## src/rtl/mem_wb_stage.sv

```systemverilog
// mem_wb_stage: MEM->WB pipeline register and write-back formatter.
// Aligns and sign/zero-extends load data (big-endian byte lanes), handles
// stall/flush bubbles and counts retired instructions.
// Optional HI/LO pipeline and architectural registers: define HILO_EN.
module mem_wb_stage #(
  parameter int DATA_W = 32,
  parameter int ADDR_W = 5,
  parameter int CNT_W  = 32
) (
  input  logic              clk,
  input  logic              rst,
  input  logic              stall_mem,
  input  logic              stall_wb,
  input  logic              flush,
  input  logic              mem_valid,
  input  logic              mem_we,
  input  logic [ADDR_W-1:0] mem_waddr,
  input  logic [DATA_W-1:0] mem_wdata,
  input  logic [2:0]        mem_load_op,
  input  logic [1:0]        mem_byte_off,
  input  logic [DATA_W-1:0] mem_rdata,
`ifdef HILO_EN
  input  logic              mem_whilo,
  input  logic [DATA_W-1:0] mem_hi,
  input  logic [DATA_W-1:0] mem_lo,
  output logic              wb_whilo,
  output logic [DATA_W-1:0] hi_o,
  output logic [DATA_W-1:0] lo_o,
`endif
  output logic              wb_we,
  output logic [ADDR_W-1:0] wb_waddr,
  output logic [DATA_W-1:0] wb_wdata,
  output logic              wb_misalign,
  output logic [CNT_W-1:0]  wb_retired
);

  localparam logic [2:0] LD_LB  = 3'd1;
  localparam logic [2:0] LD_LBU = 3'd2;
  localparam logic [2:0] LD_LH  = 3'd3;
  localparam logic [2:0] LD_LHU = 3'd4;
  localparam logic [2:0] LD_LW  = 3'd5;

  localparam logic [CNT_W-1:0] CNT_ONE = {{(CNT_W-1){1'b0}}, 1'b1};

  logic [7:0]        sel_byte;
  logic [15:0]       sel_half;
  logic [DATA_W-1:0] fmt_data;
  logic              misaligned;

  logic              cap_we;
  logic [ADDR_W-1:0] cap_waddr;
  logic [DATA_W-1:0] cap_wdata;
  logic              cap_misalign;

  logic              do_bubble;
  logic              do_capture;

  // Flush beats everything; a MEM stall with WB free drains a bubble,
  // a stall on both holds, and anything else captures.
  always_comb begin
    do_bubble  = flush | (stall_mem & ~stall_wb);
    do_capture = ~flush & ~stall_mem;
  end

  // Load alignment/extension and capture-value formatting ahead of the register.
  always_comb begin
    sel_byte   = 8'h00;
    sel_half   = 16'h0000;
    misaligned = 1'b0;
    fmt_data   = mem_wdata;

    // Byte lane 0 is the most significant byte of the word.
    case (mem_byte_off)
      2'd0:    sel_byte = mem_rdata[31:24];
      2'd1:    sel_byte = mem_rdata[23:16];
      2'd2:    sel_byte = mem_rdata[15:8];
      default: sel_byte = mem_rdata[7:0];
    endcase
    sel_half = mem_byte_off[1] ? mem_rdata[15:0] : mem_rdata[31:16];

    case (mem_load_op)
      LD_LB:   fmt_data = {{(DATA_W-8){sel_byte[7]}}, sel_byte};
      LD_LBU:  fmt_data = {{(DATA_W-8){1'b0}}, sel_byte};
      LD_LH: begin
        misaligned = mem_byte_off[0];
        fmt_data   = {{(DATA_W-16){sel_half[15]}}, sel_half};
      end
      LD_LHU: begin
        misaligned = mem_byte_off[0];
        fmt_data   = {{(DATA_W-16){1'b0}}, sel_half};
      end
      LD_LW: begin
        misaligned = |mem_byte_off;
        fmt_data   = mem_rdata;
      end
      // 0 and the reserved codes 6/7 pass the ALU result through.
      default: fmt_data = mem_wdata;
    endcase

    cap_we       = mem_valid & mem_we & (|mem_waddr) & ~misaligned;
    cap_waddr    = mem_valid ? mem_waddr : '0;
    cap_wdata    = (mem_valid & ~misaligned) ? fmt_data : '0;
    cap_misalign = mem_valid & misaligned;
  end

  // WB slot register: bubble, capture, or hold when both stages stall.
  always_ff @(posedge clk or negedge rst) begin
    if (!rst) begin
      wb_we       <= 1'b0;
      wb_waddr    <= '0;
      wb_wdata    <= '0;
      wb_misalign <= 1'b0;
    end else if (do_bubble) begin
      wb_we       <= 1'b0;
      wb_waddr    <= '0;
      wb_wdata    <= '0;
      wb_misalign <= 1'b0;
    end else if (do_capture) begin
      wb_we       <= cap_we;
      wb_waddr    <= cap_waddr;
      wb_wdata    <= cap_wdata;
      wb_misalign <= cap_misalign;
    end
  end

  // Retired counter: misaligned loads still retire; wraps naturally.
  always_ff @(posedge clk or negedge rst) begin
    if (!rst) begin
      wb_retired <= '0;
    end else if (do_capture && mem_valid) begin
      wb_retired <= wb_retired + CNT_ONE;
    end
  end

`ifdef HILO_EN
  logic [DATA_W-1:0] wb_hi;
  logic [DATA_W-1:0] wb_lo;
  logic [DATA_W-1:0] hi_q;
  logic [DATA_W-1:0] lo_q;

  // HI/LO ride through the WB slot under the same stall/flush rules.
  always_ff @(posedge clk or negedge rst) begin
    if (!rst) begin
      wb_whilo <= 1'b0;
      wb_hi    <= '0;
      wb_lo    <= '0;
    end else if (do_bubble) begin
      wb_whilo <= 1'b0;
      wb_hi    <= '0;
      wb_lo    <= '0;
    end else if (do_capture) begin
      wb_whilo <= mem_valid & mem_whilo;
      wb_hi    <= (mem_valid & mem_whilo) ? mem_hi : '0;
      wb_lo    <= (mem_valid & mem_whilo) ? mem_lo : '0;
    end
  end

  // Architectural HI/LO commit from the WB slot; re-committing a held slot
  // rewrites the same value, so no stall qualification is needed.
  always_ff @(posedge clk or negedge rst) begin
    if (!rst) begin
      hi_q <= '0;
      lo_q <= '0;
    end else if (wb_whilo) begin
      hi_q <= wb_hi;
      lo_q <= wb_lo;
    end
  end

  // Forward the in-flight WB values so readers see them in the WB cycle.
  always_comb begin
    hi_o = wb_whilo ? wb_hi : hi_q;
    lo_o = wb_whilo ? wb_lo : lo_q;
  end
`endif

endmodule

```

## config.mk

```make
export PLATFORM = sky130hd
export DESIGN_NAME = mem_wb_stage
export DESIGN_NICKNAME = d
export VERILOG_FILES = /design/src/rtl/mem_wb_stage.sv
export SDC_FILE = /design/constraint.sdc
export NUM_CORES = 1
export LEC_CHECK = 0
export CORE_ASPECT_RATIO = 0.5
export CORE_MARGIN = 4
export CORE_UTILIZATION = 25
export CTS_CLUSTER_SIZE = 20
export DETAILED_ROUTE_END_ITERATION = 7
export PLACE_DENSITY = 0.59
export SLEW_MARGIN = 20
export SYNTH_ARGS = -nofsm -noshare
export SYNTH_HDL_FRONTEND = slang
export SYNTH_SLANG_ARGS = --single-unit
```

## constraint.sdc

```tcl
create_clock -name clk -period 1.9 [get_ports clk]
set_input_delay 0.38 -clock clk [delete_from_list [all_inputs] [get_ports clk]]
set_output_delay 0.38 -clock clk [all_outputs]
set_load 0.05 [all_outputs]
```

======== Word level (Yosys, flattened, before mapping) ========
Cells that the tools add are included.
word-level totals
  bits in registers ....................... 71
  latch bits .............................. 0
  memory bits (writable) .................. 0
  memory bits (read-only) ................. 0
  input bits .............................. 81
  output and inout port bits .............. 71
  word-level logic and storage cells ...... 45
  memories ................................ 0
operators by class
  add/subtract/negate cells ............... 1
  $mul .................................... 0
  divide/modulo/power cells ............... 0
  $lt $le $gt $ge ......................... 0
  eq/ne operators ......................... 7
  shift-type cells ........................ 0
  mux-type cells .......................... 14
  bitwise gates (word level) .............. 12
  reduce and logical (&&, ||, !) cells .... 6
operator list
  cell                                                              number
  32-bit one-hot mux with 5 select lines                            1
  32-bit two-way mux                                                3
  32-bit by 1-bit adder with 32-bit output (second input constant)  1
  8-bit one-hot mux with 3 select lines                             1
  16-bit two-way mux                                                1
  5-bit two-way mux                                                 3
  1-bit bitwise AND                                                 7
  3-bit by 2-bit == test with 1-bit output (second input constant)  2
  3-bit == test (second input constant)                             2
  5-bit OR reduction                                                1
  1-bit two-way mux                                                 4
  1-bit NOT                                                         4
  2-bit OR reduction                                                2
  3-bit by 1-bit == test with 1-bit output (second input constant)  1
  2-bit by 1-bit == test with 1-bit output (second input constant)  1
  2-bit == test (second input constant)                             1
  2-bit logical NOT                                                 1
  1-bit one-hot mux with 2 select lines                             1
  2-bit nonzero test                                                1
  1-bit logical AND                                                 1
  1-bit bitwise OR                                                  1

======== Logic depth before layout (Yosys ltp) ========
Gate-level depths: netlist of the first run.
  depth after elaboration ................. 8
  gate-level depth with buffers ........... 7
  depth with buffers taken out ............ 4

======== Least setup slack after synthesis of the first run ========
Ideal clock, no wire load.
  kind .................................... reg-to-reg
  from .................................... register wb_retired[5]
  to ...................................... register wb_retired[31]
  setup time .............................. 0.140 ns
  arrival ................................. 1.697 ns
  data required time ...................... 1.760 ns
  path slack .............................. 0.063 ns
  cell stages (with the launch flop) ...... 7
  path buffers ............................ 2
  period minus slack after synthesis ...... 1.837 ns
  cell sequence ........................... dfrtp_1 -> and4_1 -> and4_1 -> buf_4 -> buf_4 -> nand4_1 -> xnor2_1
on the way
  longest elaborated chain between the ends .. 1
RTL lines
  element                                   line  RTL
  start, declared                           34    output logic [CNT_W-1:0] wb_retired
  start signal, assigned                    131   wb_retired <= wb_retired + CNT_ONE;
  32-bit by 1-bit adder with 32-bit output  131
Every way passes these cells.
A chain may end at the register's enable or synchronous reset.

======== Worst setup path after layout of the first run ========
  from .................................... register wb_we
  to ...................................... output wb_we
RTL lines
  element                 line  RTL
  start, declared         30    output logic wb_we,
  start signal, assigned  119   wb_we <= cap_we;
No word-level cell between the ends.

==> results list, run 1 <==
* End of the worst register-to-register path: wb_retired[27]
* Die height: 101 µm
- For this run, design rule violations remaining after detail routing come to 0.
- Entering global routing, the biggest net connects 41 pins.
- The floorplan has 33 rows.
- Number of instances in the synthesized netlist: 432
- The cell sitting at the root of the clock tree is a sky130_fd_sc_hd__clkbuf_16.
* Worst path setup slack after routing: 0.0395 ns
- Of the cells placed in the final design, the portion with a size suffix greater than 1 is 0.261.
- Number of CTS-inserted buffers: 9
* Max-slew headroom: 0.645
- Dividing the detail-routed wire length by the instance count gives 17.8 µm.
* Distinct cell type count of the synthesized netlist: 55
- The first global-routing pass estimated 23.3 mm of wire.
* Transition time at the pin with the least slew margin: 0.531 ns
- The die is 193 µm wide.
- Detailed placement ended at an HPWL of 11.4 mm.
* Number of antenna violations at the first check in global routing: 0
- Critical-path top delay cell: sky130_fd_sc_hd__clkdlybuf4s50_1
- Summed over all cells, the static leakage comes to 2.91 nW.
- For this configuration, the core starts out at a cell density of 0.259.
- Top flip-flop cell by instance count after synthesis: sky130_fd_sc_hd__dfrtp_1
* Maximum number of buffers from clock root to sink: 2
- Worst Setup EP: wb_we
- Syn nets: 514
- Reg-to-reg startpoint: wb_retired[5]
* DRT Pass-1 Iters: 5
- Critical Path AT: 1.48 ns
- Drt initial violations: 305
- Type of the most critical hold path: input port to asynchronous set/reset pin
- In this run the worst setup path begins at wb_we.
- Vias post-DR: 4204
* Register-to-register setup slack: 0.30 ns
- Final total power: 4.45 mW
- Count of port buffers added during placement: 151
* Count of final hold-check violations: 0
- Cell chain of the critical path: clkdlybuf4s50_1
* Min Hold Slack: 0.436 ns
- Crit Path Category: register to output port
- Number of setup violations in the final report: 0
- In this run the number of H-tree levels came out at 3.
- Area share of the largest cell type after synthesis: 0.414
* Startpoint class of the critical path: register
- Count of inserted antenna diode cells: 0
- Total standard cell area after synthesis: 0.00429 mm²
* Worst path top cell family by delay: buffers and inverters
- Worst setup slack before clock tree synthesis: -0.538 ns
- NumNets Final: 697
* Number of enable flip-flop cells after synthesis: 0
- The worst setup path is captured at an output port.
* Required time worst endpoint: 1.52 ns
- Worst Reg-to-Reg Cells: 5
- After detailed placement, the design holds a cell count of 825.
- The clock net in this run drives a total of 71 sinks.
- The via count of the first global-routing pass is 4196.
* Number of buffers and inverters on the critical path: 1
* Layout area overhead: 53.2%
- Seq/Total Area, Yosys: 0.414
* Achievable frequency: 0.537 GHz
* Top-Level Pins: 152
* Post-layout instance count excluding filler cells: 847
- In the routed layout, each cell is associated on average with a via count of 4.96.
* Time the final worst path needs with I/O delays and setup: 1.86 ns
- Ratio of final minimum period to clock period: 0.979
* Count of max-cap constraint violations: 0
* Layout fillers: 1679
- Summed over all layers, the global routing overflow is 0.
- Wirelength, routed: 15.1 mm
- Across every metal layer, demand over resource in global routing totals 0.149.
- Result of the run: finished, final reports clean
* Routability congestion estimate from global placement: 0.834
- YS warnings: 0
- Of all flip-flops after synthesis, the portion carrying an async set or reset was 1.00.
- IR analysis of the VDD net gives a maximum drop of 0.000307 V.
* Clock latency of the later-clocked register in the worst-skew pair: 0.32 ns
- Summed over all instances, the cell type with the most area after synthesis is sky130_fd_sc_hd__dfrtp_1.
- Setup Skew: 0.00483 ns
* Die Outline Area: 0.0195 mm²
- CP max stage delay: 0.81 ns
- The average instance in the mapped netlist occupies 9.94 µm².
* Post-DRT Antenna Nets: 0
- The number of slew-limit violations in the final report was 0.
* CP Max Fanout: 2
- CTS tree: built
* Clock-pin slew on the worst setup and hold paths: 0.06 ns
- Synthesis inferred 71 register bits.
- By area the synthesized netlist is led by sky130_fd_sc_hd__dfrtp_1 41%, sky130_fd_sc_hd__o21ai_1 6.8%, sky130_fd_sc_hd__xnor2_1 5.7%.
- After floorplanning, the core was sized to cover 0.0166 mm².
- Power density normalized to cell area: 676 mW/mm²
* Number of gates on the worst path with buffers counted: 1
## worst reg2reg max path, delay by kind of cell (launching register included)
kind                      cells  cell delay (ns)
and+or+nand+nor               3             0.67
DFF                           1             0.43
buffers and inverters         1             0.23
xor gates and xnor gates      1             0.15
## registers in the layout (all words and copies together) (netlist names)
name         flops
wb_retired      32
wb_we            1
wb_misalign      1
wb_waddr         5
wb_wdata        32
## cells in the final DEF (no fill, tap or decap), drive strengths merged, types with 10 or more instances in the layout
master,n
a211oi,16
a22o,12
and3,10
buf,116
clkbuf,13
clkdlybuf4s50,79
dfrtp,71
nand2,50
nand4,23
o21ai,66
xnor2,28
## cell type report
class,instances,area (µm²),share of cell area
Clock buffer,12,256,0.0390
Clock inverter,4,20.0,0.00304
Inverter,1,3.75,0.000571
Multi-Input combinational cell,325,2330,0.355
Sequential cell,71,1780,0.270
Tap cell,227,284,0.0432
Timing Repair Buffer,207,1900,0.290
## synth_stat cells, types with 2 or more instances
cell                         n
sky130_fd_sc_hd__a2111oi_0   6
sky130_fd_sc_hd__a211o_1     2
sky130_fd_sc_hd__a211oi_1   16
sky130_fd_sc_hd__a21o_1      2
sky130_fd_sc_hd__a21oi_1     5
sky130_fd_sc_hd__a221oi_1    7
sky130_fd_sc_hd__a22o_1     12
sky130_fd_sc_hd__a32oi_1     2
sky130_fd_sc_hd__and2_1      6
sky130_fd_sc_hd__and3_1     10
sky130_fd_sc_hd__and4_1      5
sky130_fd_sc_hd__buf_2      10
sky130_fd_sc_hd__buf_4       6
sky130_fd_sc_hd__buf_6      11
sky130_fd_sc_hd__clkbuf_1    8
sky130_fd_sc_hd__dfrtp_1    71
sky130_fd_sc_hd__mux2_2      3
sky130_fd_sc_hd__mux2i_1     9
sky130_fd_sc_hd__mux4_2      7
sky130_fd_sc_hd__nand2_1    50
sky130_fd_sc_hd__nand2b_1    2
sky130_fd_sc_hd__nand3_1     8
sky130_fd_sc_hd__nand4_1    23
sky130_fd_sc_hd__nand4b_1    8
sky130_fd_sc_hd__nand4bb_1   6
sky130_fd_sc_hd__nor2_1      6
sky130_fd_sc_hd__nor2b_1     2
sky130_fd_sc_hd__nor3_1      2
sky130_fd_sc_hd__o21a_1      2
sky130_fd_sc_hd__o21ai_0     6
sky130_fd_sc_hd__o21ai_1    58
sky130_fd_sc_hd__o21ai_2     2
sky130_fd_sc_hd__o22ai_1     6
sky130_fd_sc_hd__o311ai_0    2
sky130_fd_sc_hd__xnor2_1    28
sky130_fd_sc_hd__xor2_1      4
## metrics by stage
stage	cell area, µm²	TNS (ns)	utilization
final	6580	0	0.396
after global routing	6580	-0.00760	0.396
after global placement	6120	-20.83	0.369
after detailed placement	6130	-15.64	0.369
after CTS	6460	-0.00113	0.389
after floorplan	4290	0	-
## worst min-delay path by stage
stage | start | to | slack (ns) | cells after the start
floorplan | rst | wb_misalign | 0.08 | 0
global placement | rst | wb_retired[21] | 0.24 | 1
detailed placement | rst | wb_retired[15] | 0.23 | 1
CTS | rst | wb_retired[19] | 0.43 | 2
global route | rst | wb_retired[16] | 0.45 | 2
finish | rst | wb_retired[20] | 0.44 | 2
## logic make-up (layout without fill, tap and decap cells)
logic type	after synthesis	in the layout	share of synthesized area
flip-flops	71	71	0.414
XOR/XNOR	32	32	0.0653
adder cells (fa/ha/maj)	1	1	0.00291
AND/OR/NAND/NOR	136	138	0.183
multiplexers	20	20	0.0682
buffers and inverters	38	224	0.0609
AO/OA/AOI/OAI	134	134	0.206
## power by group
| group | leakage, nW | total (mW) | internal, mW | switching, mW |
|---|---|---|---|---|
| Combinational | 1.79 | 1.20 | 0.517 | 0.679 |
| Clock | 0.142 | 1.58 | 0.946 | 0.631 |
| Sequential | 0.976 | 1.67 | 1.59 | 0.0822 |
## layer usage
layer,up-vias,global-route usage,share of wire
li1,2016,-,-
met1,2046,0.189,0.42
met2,112,0.258,0.50
met3,30,0.0290,0.048
met4,0,0.0560,0.032
met5,-,0,0
## what timing repair did
item,CTS,global route
resized for setup,13,22
endpoints found under the hold margin,10,0
setup endpoints to repair,32,36
cloned,0,3
hold buffers,1,0
pin swaps,0,3
setup buffers,1,1
(Power assumes the default switching activity.)
==> run 2: changes to the inputs <==
ABC_AREA = 1   (was not set)
DONT_BUFFER_PORTS = 1   (was not set)
MAX_ROUTING_LAYER = met4   (was not set)
PLACE_DENSITY = 0.47   (was 0.59)
==> results list, run 2 <==
* Number of sinks handled by clock tree synthesis: 71
- Crit Path Category: register to register
- Global route total overflow: 0
- DR vias/cell: 4.49
- Post-synthesis average cell area: 6.17 µm²
- Wire length on met1: 7.74 mm
* Min Hold Slack: -0.273 ns
- Cell Int Power: 2.72 mW
* Maximum number of buffers from clock root to sink: 2
* Top-count cell post-synth: sky130_fd_sc_hd__nand2_1
* Clock latency of the later-clocked register in the worst-skew pair: 0.34 ns
- Critical Path AT: 1.86 ns
* Violated checks: negative hold slack
- The largest registers in the layout are wb_retired x32, wb_wdata x32, wb_waddr x5.
- Detail Placement HPWL: 13.2 mm
- Most frequent cells after synthesis: 365 x sky130_fd_sc_hd__nand2_1, 153 x sky130_fd_sc_hd__nor2_1, 71 x sky130_fd_sc_hd__dfrtp_1
* Clock-pin slew on the worst setup and hold paths: 0.06 ns
- Achievable frequency: 0.612 GHz
* Die Outline Area: 0.0222 mm²
- The initial utilization of the core area, before any placement, comes to 0.255.
- Layout area overhead: 15.6%
- CTS built an H-tree with a depth of 3.
- Total instance count after detailed placement: 1084
* Worst Reg-to-Reg Cells: 9
- Time the final worst path needs with I/O delays and setup: 1.63 ns
- In this run the register-to-register setup slack is 0.27 ns.
* Top area cells in the synthesized netlist: sky130_fd_sc_hd__dfrtp_1 36%, sky130_fd_sc_hd__nand2_1 28%, sky130_fd_sc_hd__nor2_1 12%
* Post-DRT Antenna Nets: 0
* NumNets Final: 911
* Highest metal layer with signal wires: met4
- Top cell type by total area after synthesis: sky130_fd_sc_hd__dfrtp_1
- The share of the Yosys chip area taken by registers is 0.359.
- Number of setup violations in the final report: 0
- Count of final hold-check violations: 71
* Net switching fraction of the power: 0.354
* Global router's overall resource usage: 0.160
* Wirelength, routed: 17.3 mm
- In this run, post-CTS repair resized a total of 0 instances.
* Number of rows in the core area: 36
* Max-slew headroom: 0.634
- Setup Skew: 0.00659 ns
* Via count of the first global-routing pass: 4761
- The worst register-to-register path begins at wb_retired[2].
* Worst path setup slack after routing: 0.267 ns
- Top flip-flop cell by instance count after synthesis: sky130_fd_sc_hd__dfrtp_1
- Die width: 207 µm
- CTS placed an instance of sky130_fd_sc_hd__clkbuf_16 at the clock tree root.
* Post-layout instance count excluding filler cells: 1100
- Core footprint: 0.0194 mm²
- The share of total power dissipated in sequential elements is 0.422.
- Summed over all nets, the switching power comes to 1.49 mW.
- Result of the run: complete, but fails checks
- In the detailed route, the total length drawn on met2 is 8.19 mm.
- Number of CTS-inserted buffers: 9
* Number of antenna violations at the first check in global routing: 0
- The worst hold path belongs to the class input port to asynchronous set/reset pin.
- Synthesis inferred 71 register bits.
* Area share of the largest cell type after synthesis: 0.359
* Per-cell routed wire length: 15.7 µm
- At the pin with the least slew margin, the transition time is 0.549 ns.
- In the layout the commonest cells are 365 x sky130_fd_sc_hd__nand2_1, 153 x sky130_fd_sc_hd__nor2_1, 71 x sky130_fd_sc_hd__dfrtp_1, 49 x sky130_fd_sc_hd__inv_1, 43 x sky130_fd_sc_hd__buf_4.
- Power density normalized to cell area: 738 mW/mm²
- Of the total power, the clock network draws 0.372.
- The number of slew-limit violations in the final report is 0.
- Drt initial violations: 343
- Pin placement for this block handled 152 I/O pins.
- In the synthesized netlist, the number of instances is 801.
- The floorplan step set the die height to 107 µm.
- Amount of wire on met3 after detailed routing: 1.16 mm
- Of the cells placed in the final design, the portion with a size suffix greater than 1 is 0.0995.
- The worst setup path is launched from a register.
- Of all nets on the critical path, the largest fanout is 6.
- Count of max-cap constraint violations: 0
- Setup repair after global routing missed its margin: false
* Most common cell after layout, fill and taps aside: sky130_fd_sc_hd__nand2_1
* Total standard cell area after synthesis: 0.00494 mm²
- The detailed router placed 4944 vias in this run.
- Proportion of synthesized flip-flops having asynchronous set or reset: 1.00
- DRT Pass-1 Iters: 5
- CTS tree: built
- YS warnings: 0
* Comb power frac: 0.206
- The repair_antennas step left the layout with diodes totalling 0.
* Leakage component of the power: 2.98 nW
- Routability-driven placement finished with a final weighted congestion of 0.902.
- Count of port buffers added during placement: 0
- At the placement stage, the worst setup path has a slack of 0.300 ns.
- Number of DRC violations after detailed routing: 0
- The worst-case IR drop observed on VDD is 0.000260 V.
- The first global-routing pass estimated 26.6 mm of wire.
* Required time worst endpoint: 2.13 ns
- Sort of element at the end of the critical path: register
- End of the worst register-to-register path: wb_retired[30]
- Entering global routing, the biggest net connects 72 pins.
- Syn nets: 883
* Setup TNS: 0 ns
- Number of enable flip-flop cells after synthesis: 0
- Distinct cell type count of the synthesized netlist: 30
* Ratio of final minimum period to clock period: 0.859
==> run 2: stage by stage <==
step / power (mW) / cell area [µm²] / util
after floorplan: 2.43 / 4940 / -
after global placement: 2.68 / 5450 / 0.281
after detailed placement: 2.69 / 5450 / 0.281
after CTS: 4.30 / 5710 / 0.294
after global routing: 4.46 / 5710 / 0.294
final: 4.22 / 5710 / 0.294
==> run 2: kinds of logic after synthesis <==
family / count (synthesis) / synth area share
adder cells (fa/ha/maj): 1 / 0.00253
AO/OA/AOI/OAI: 41 / 0.0471
buffers and inverters: 84 / 0.0818
XOR/XNOR: 15 / 0.0266
flip-flops: 71 / 0.359
AND/OR/NAND/NOR: 589 / 0.483
==> run 2: worst max-delay path by stage <==
stage                  start             end  slack [ns]  depth (start not counted)
5_1_grt        wb_retired[2]  wb_retired[30]        0.18                          9
3_5_place_dp   wb_retired[2]  wb_retired[30]        0.30                          9
3_3_place_gp   wb_retired[2]  wb_retired[30]        0.28                          9
2_1_floorplan  wb_retired[1]  wb_retired[12]        0.09                          7
4_1_cts        wb_retired[2]  wb_retired[30]        0.28                          9
6_report       wb_retired[2]  wb_retired[30]        0.27                          9
==> run 2: cell type report <==
| type | instances | area, µm² |
|---|---|---|
| fillers | 2175 | 13700 |
| multi-input cells | 646 | 2760 |
| flip-flops and latches | 71 | 1780 |
| repair buffers | 45 | 363 |
| well taps | 266 | 333 |
| clock buffers | 10 | 229 |
| inverters | 56 | 213 |
| clock inverters | 6 | 37.5 |
==> run 2: power by group through the flow <==
stage	registers, mW	clock network, mW	logic, mW
2_1_floorplan	1.98	0	0.446
3_3_place_gp	1.81	0	0.873
3_5_place_dp	1.81	0	0.880
4_1_cts	1.78	1.64	0.885
5_1_grt	1.79	1.71	0.957
6_report	1.78	1.57	0.869
==> run 2: routing by layer <==
layer / global-route usage / up-vias
met5: - / -
met4: 0.0344 / 0
met3: 0.0560 / 16
met2: 0.255 / 113
met1: 0.196 / 2308
li1: - / 2507
==> run 2: what timing repair did <==
item / in CTS / in global routing
endpoints found under the setup margin: 0 / 0
endpoints found under the hold margin: 71 / 71
setup buffers: 0 / 0
==> run 2: critical path: stages, from the launching register on <==
cell and delay (ns):
sky130_fd_sc_hd__dfrtp_1 0.49, sky130_fd_sc_hd__nand2_1 0.11, sky130_fd_sc_hd__nor2_1 0.15, sky130_fd_sc_hd__nand2_1 0.12, sky130_fd_sc_hd__nor2_1 0.34, sky130_fd_sc_hd__nand2_1 0.10, sky130_fd_sc_hd__nand2_1 0.06, sky130_fd_sc_hd__nand2_1 0.05
sky130_fd_sc_hd__nand2_1 0.05, sky130_fd_sc_hd__nand2_1 0.05
